<file path="config.mk">
export PLATFORM = sky130hd
export DESIGN_NAME = mem_port_arbiter
export DESIGN_NICKNAME = d
export VERILOG_FILES = /design/src/rtl/mem_arb_pkg.sv /design/src/rtl/arb2_pick.sv /design/src/rtl/mem_port_arbiter.sv
export SDC_FILE = /design/constraint.sdc
export NUM_CORES = 1
export LEC_CHECK = 0
export ABC_CLOCK_PERIOD_IN_PS = 2200
export CAP_MARGIN = 20
export CORE_UTILIZATION = 43
export CTS_CLUSTER_SIZE = 20
export DETAILED_ROUTE_END_ITERATION = 16
export PLACE_DENSITY = 0.85
export SETUP_SLACK_MARGIN = 0.02
export SLEW_MARGIN = 20
export SYNTH_ARGS = -nofsm -noshare
export SYNTH_HDL_FRONTEND = slang
export SYNTH_SLANG_ARGS = --single-unit
export TNS_END_PERCENT = 30
</file>
<file path="constraint.sdc">
create_clock -name clk -period 2.2 [get_ports clk]
set_input_delay 0.33 -clock clk [delete_from_list [all_inputs] [get_ports clk]]
set_output_delay 0.33 -clock clk [all_outputs]
set_load 0.005 [all_outputs]
</file>
<file path="src/rtl/mem_arb_pkg.sv">
// Shared types and constants for the memory port arbiter.
package mem_arb_pkg;

    // Sequencer states
    typedef enum logic [1:0] {
        IDLE   = 2'd0,
        ACCESS = 2'd1,
        RESP   = 2'd2
    } state_e;

    // Requester indices
    localparam logic PORT_CPU = 1'b0;
    localparam logic PORT_LDR = 1'b1;

    // Default memory read latency in cycles
    localparam int unsigned MEM_LAT_DEFAULT = 2;

    // Latency counter width: holds MEM_LAT-1 with one bit of headroom
    function automatic int unsigned cnt_width(input int unsigned lat);
        return $clog2(lat) + 1;
    endfunction

endpackage

</file>
<file path="src/rtl/arb2_pick.sv">
// Combinational two-way request picker.
// rr_mode_i=1: under contention the port not served last wins.
// rr_mode_i=0: port 0 (CPU) always wins contention.
module arb2_pick
    import mem_arb_pkg::*;
(
    input  logic [1:0] req_i,
    input  logic       last_i,
    input  logic       rr_mode_i,
    output logic       win_o,
    output logic       valid_o
);

    // Winner selection from the request vector and last-served pointer
    always_comb begin
        valid_o = |req_i;
        win_o   = PORT_CPU;
        if (req_i == 2'b11) begin
            win_o = rr_mode_i ? ~last_i : PORT_CPU;
        end else if (req_i[1]) begin
            win_o = PORT_LDR;
        end
    end

endmodule

</file>
<file path="src/rtl/mem_port_arbiter.sv">
// Single-port memory sequencer/arbiter for the CPU datapath (port 0) and the
// loader/debug port (port 1). One access at a time: IDLE -> ACCESS -> RESP.
// Optional feature: define MEM_ARB_ROUND_ROBIN_EN for 2-way round-robin
// arbitration; otherwise port 0 has fixed priority.
module mem_port_arbiter
    import mem_arb_pkg::*;
#(
    parameter int unsigned ADDR_W  = 13,
    parameter int unsigned DATA_W  = 8,
    parameter int unsigned MEM_LAT = MEM_LAT_DEFAULT
) (
    input  logic              clk,
    input  logic              rst,
    input  logic              req0,
    input  logic              req1,
    input  logic              we0,
    input  logic              we1,
    input  logic [ADDR_W-1:0] addr0,
    input  logic [ADDR_W-1:0] addr1,
    input  logic [DATA_W-1:0] wdata0,
    input  logic [DATA_W-1:0] wdata1,
    output logic              gnt0,
    output logic              gnt1,
    output logic              done0,
    output logic              done1,
    output logic [DATA_W-1:0] rdata,
    output logic              mem_en,
    output logic              mem_we,
    output logic [ADDR_W-1:0] mem_addr,
    output logic [DATA_W-1:0] mem_wdata,
    input  logic [DATA_W-1:0] mem_rdata,
    output logic              busy
);

    localparam int unsigned      CNT_W    = cnt_width(MEM_LAT);
    localparam logic [CNT_W-1:0] CNT_LOAD = CNT_W'(MEM_LAT - 1);

    state_e            state_q, state_d;
    logic              win_q, win_d;
    logic              we_q, we_d;
    logic [CNT_W-1:0]  cnt_q, cnt_d;
    logic              gnt0_q, gnt0_d;
    logic              gnt1_q, gnt1_d;
    logic              done0_q, done0_d;
    logic              done1_q, done1_d;
    logic              mem_en_q, mem_en_d;
    logic              mem_we_q, mem_we_d;
    logic [ADDR_W-1:0] mem_addr_q, mem_addr_d;
    logic [DATA_W-1:0] mem_wdata_q, mem_wdata_d;
    logic [DATA_W-1:0] rdata_q, rdata_d;
    logic              busy_q, busy_d;

    logic              pick_win;
    logic              pick_valid;
    logic              last_ptr;

`ifdef MEM_ARB_ROUND_ROBIN_EN
    localparam logic RR_MODE = 1'b1;

    logic last_q, last_d;

    // Last-served pointer follows every grant
    always_comb begin
        last_d = last_q;
        if (state_q == IDLE && pick_valid) begin
            last_d = pick_win;
        end
    end

    // Pointer register; reset to loader so the CPU wins the first contention
    always_ff @(posedge clk or negedge rst) begin
        if (!rst) begin
            last_q <= PORT_LDR;
        end else begin
            last_q <= last_d;
        end
    end

    assign last_ptr = last_q;
`else
    localparam logic RR_MODE = 1'b0;

    assign last_ptr = PORT_LDR;
`endif

    arb2_pick u_pick (
        .req_i     ({req1, req0}),
        .last_i    (last_ptr),
        .rr_mode_i (RR_MODE),
        .win_o     (pick_win),
        .valid_o   (pick_valid)
    );

    // Next-state and registered-output decode
    always_comb begin
        state_d     = state_q;
        win_d       = win_q;
        we_d        = we_q;
        cnt_d       = cnt_q;
        gnt0_d      = 1'b0;
        gnt1_d      = 1'b0;
        done0_d     = 1'b0;
        done1_d     = 1'b0;
        mem_en_d    = 1'b0;
        mem_we_d    = 1'b0;
        mem_addr_d  = mem_addr_q;
        mem_wdata_d = mem_wdata_q;
        rdata_d     = rdata_q;

        unique case (state_q)
            IDLE: begin
                if (pick_valid) begin
                    state_d  = ACCESS;
                    win_d    = pick_win;
                    cnt_d    = CNT_LOAD;
                    gnt0_d   = (pick_win == PORT_CPU);
                    gnt1_d   = (pick_win == PORT_LDR);
                    mem_en_d = 1'b1;
                    if (pick_win == PORT_CPU) begin
                        we_d        = we0;
                        mem_we_d    = we0;
                        mem_addr_d  = addr0;
                        mem_wdata_d = wdata0;
                    end else begin
                        we_d        = we1;
                        mem_we_d    = we1;
                        mem_addr_d  = addr1;
                        mem_wdata_d = wdata1;
                    end
                end
            end
            ACCESS: begin
                if (cnt_q == '0) begin
                    state_d = RESP;
                    done0_d = (win_q == PORT_CPU);
                    done1_d = (win_q == PORT_LDR);
                    if (!we_q) begin
                        rdata_d = mem_rdata;
                    end
                end else begin
                    cnt_d = cnt_q - 1'b1;
                end
            end
            RESP: begin
                state_d = IDLE;
            end
            default: begin
                state_d = IDLE;
            end
        endcase

        busy_d = (state_d != IDLE);
    end

    // State and output registers
    always_ff @(posedge clk or negedge rst) begin
        if (!rst) begin
            state_q     <= IDLE;
            win_q       <= PORT_CPU;
            we_q        <= 1'b0;
            cnt_q       <= '0;
            gnt0_q      <= 1'b0;
            gnt1_q      <= 1'b0;
            done0_q     <= 1'b0;
            done1_q     <= 1'b0;
            mem_en_q    <= 1'b0;
            mem_we_q    <= 1'b0;
            mem_addr_q  <= '0;
            mem_wdata_q <= '0;
            rdata_q     <= '0;
            busy_q      <= 1'b0;
        end else begin
            state_q     <= state_d;
            win_q       <= win_d;
            we_q        <= we_d;
            cnt_q       <= cnt_d;
            gnt0_q      <= gnt0_d;
            gnt1_q      <= gnt1_d;
            done0_q     <= done0_d;
            done1_q     <= done1_d;
            mem_en_q    <= mem_en_d;
            mem_we_q    <= mem_we_d;
            mem_addr_q  <= mem_addr_d;
            mem_wdata_q <= mem_wdata_d;
            rdata_q     <= rdata_d;
            busy_q      <= busy_d;
        end
    end

    assign gnt0      = gnt0_q;
    assign gnt1      = gnt1_q;
    assign done0     = done0_q;
    assign done1     = done1_q;
    assign rdata     = rdata_q;
    assign mem_en    = mem_en_q;
    assign mem_we    = mem_we_q;
    assign mem_addr  = mem_addr_q;
    assign mem_wdata = mem_wdata_q;
    assign busy      = busy_q;

endmodule

</file>
==> results_dict.tcl <==
set metrics [dict create \
    final.setup.tns_ns 0 \
    ys_seq_elements 42 \
    critical_path_cell_count 4 \
    wl_um 4330 \
    holdWs_ns 0.0377 \
    rr_startpoint "cnt_q[0]$_DFFE_PN0P_" \
    critPathKind "in -> reg" \
    vias_per_cell 4.96 \
    placed_cell_area_mm2 0.00282 \
    multiInputGateArea_um2 719 \
    hpwl_um 3220 \
    dr.pass1.iters 3 \
    row_count 23 \
    max_stage_delay_ns 0.71 \
    setup_viol 0 \
    portBuffers 91 \
    final_common_cell "clkdlybuf4s50_1" \
    r2r_cells 5 \
    p_leak_nw 1.22 \
    muxShareOfSynthArea_pct 16.8 \
    ys_types 28 \
    clk_pin_slew_ns 0.07 \
    arrival_ns 1.91 \
    final-max-slew-violation-count 0 \
    num_io_pins 92 \
    netlist_instances 152 \
    die_y_um 67.5 \
    path_cells "clkdlybuf4s50_1 > nor2_2 > o21ai_0 > o21ai_1" \
    p_per_area_mw_per_mm2 1150 \
    drt_iter0_drc 67 \
    synth_nets 209 \
    async_flop_share_pct 100 \
    yosys.area_share.adder_pct 0.678 \
    clkSinkCount 42 \
    syn_area_per_cell_um2 12.1 \
    synth_compound_area_share_pct 14.8 \
    period_share_pct 77.1 \
    cp.required_ns 2.41 \
    grt.total_usage_pct 20.8 \
    cts_max_path_buffers 2 \
    yosysWarnings 0 \
    relSlewSlack_pct 43.1 \
    cp-end-kind "register" \
    cpMaxStageDelayCell "nor2_2" \
    start_kind "input pin" \
    core-area_mm2 0.00406 \
    synth_xor_area_share_pct 0 \
    antenna_found_initial 0 \
    critical_path_buf_inv_count 1 \
    grt_pass1_vias 1523 \
    rsz0062_at_grt "no" \
    ys_seq_area_share_pct 56.9 \
    area_growth_pct 56.9 \
    drive_above_1_share_pct 9.31 \
    worst_slew_pin_slew_ns 0.853 \
    grt_max_degree 28 \
    insertedDiodeCount 0 \
    timing.rr.end "rdata[1]$_DFFE_PN0P_" \
    vias 1474 \
    critPathMaxFanout 23 \
    seqCellArea_mm2 0.00105 \
    final_cell_area_mm2 0.00290 \
    cts_buffers 5 \
    cts_root_buf "clkbuf_8" \
    synth_flop_cell "dfrtp_1" \
    min_path_type "in -> async" \
    cap_violations 0 \
    outcome "complete, no violations" \
    post-route-drc-count 0 \
    initial_core_util_pct 45.5 \
    clk_latency_ns 0.29 \
    final.min_clock_period_ns 1.70 \
    synth-simple-area-share_pct 6.31 \
    die-width_um 67.5 \
    wire_per_inst_um 14.6 \
    cts_resized 0 \
    postCtsSetupBuffers 0 \
    final_cell_mix "clkdlybuf4s50_1 (90), dfrtp_1 (42), mux2i_1 (22), o21ai_1 (22), o21ai_0 (20)" \
    peakVddDrop_mv 0.679 \
    synth_top_family_by_area "multiplexers" \
    syn-cell-area_mm2 0.00185 \
    ant_nets 0 \
    fillers 310 \
    routabilityCongestion 0.761 \
    cts_hold_buf 0 \
    rrSetupSlack_ns 0.64 \
    finalHoldViolations 0 \
    htreeDepth 2 \
    grt_pass1_wl_um 6800 \
    nets 304 \
    max_freq_mhz 590 \
    synth_edf_count 0 \
    cts_tree "built" \
    cpLargestDelayFamily "simple AND/OR/NAND/NOR gates" \
    fp.dieArea_mm2 0.00456 \
    overflow 0 \
    finClkSkew_ns 0.00268 \
]
==> cells in the mapped netlist, types with 3 or more instances <==
library cell | n | area (um2)
dfrtp_1 | 42 | 1050
o21ai_1 | 23 | 115
mux2i_1 | 22 | 220
o21ai_0 | 20 | 100
mux2_1 | 8 | 90.1
clkbuf_1 | 4 | 15.0
inv_1 | 3 | 11.3
inv_2 | 3 | 11.3
nor2_1 | 3 | 11.3
==> worst max-delay path by stage <==
| stage | start | slack, ns | endpoint |
|---|---|---|---|
| global placement | req1 | 0.23 | cnt_q[0]$_DFFE_PN0P_ |
| global route | req1 | 0.34 | mem_addr[6]$_DFFE_PN0P_ |
| CTS | req1 | 0.47 | mem_addr[6]$_DFFE_PN0P_ |
| finish | req1 | 0.50 | mem_addr[6]$_DFFE_PN0P_ |
| detailed placement | req1 | 0.18 | cnt_q[0]$_DFFE_PN0P_ |
| floorplan | cnt_q[0]$_DFFE_PN0P_ | 0.81 | rdata[0]$_DFFE_PN0P_ |
==> cell families after synthesis <==
group	count (synthesis)
adders and majority gates	1
buffers and inverters	15
muxes	30
and+or+nand+nor	16
DFF	42
AOI/OAI and AO/OA	48
==> layout make-up <==
type                            instances  share of cell area (%)
Clock buffer                            7                    2.64
Inverter                                6                   0.778
Multi-Input combinational cell         95                    24.8
Sequential cell                        42                    36.3
Tap cell                               50                    2.16
Timing Repair Buffer                   97                    33.3
==> where the power goes <==
| part | internal (mW) | switching (mW) |
|---|---|---|
| Sequential | 1.14 | 0.180 |
| Combinational | 0.942 | 0.623 |
| Clock | 0.219 | 0.243 |
| Total | 2.30 | 1.05 |
==> stage by stage <==
step | util (%) | std cells | setup slack [ns] | total power [mW]
final | 71.4 | 297 | 0.504 | 3.34
after global routing | 71.4 | 297 | 0.338 | 3.60
after CTS | 71.4 | 297 | 0.473 | 3.40
after detailed placement | 69.5 | 290 | 0.181 | 2.92
after global placement | 69.5 | 290 | 0.228 | 2.85
after floorplan | - | 152 | 0.808 | 2.00
==> flip-flops by register name, summed over array words and instances, names as in the netlist <==
name,flops
done0,1
cnt_q,2
gnt0,1
gnt1,1
mem_wdata,8
busy,1
mem_en,1
we_q,1
state_q,2
mem_addr,13
done1,1
mem_we,1
rdata,8
win_q,1
==> metal layers <==
layer,global-route usage [%],vias to the layer above,routed length [um]
met4,9.84,0,86
met2,35.3,61,2110
met3,8.78,11,418
li1,-,723,-
met5,0,-,0
met1,22.0,679,1710
Power figures use the tool's default switching activity.
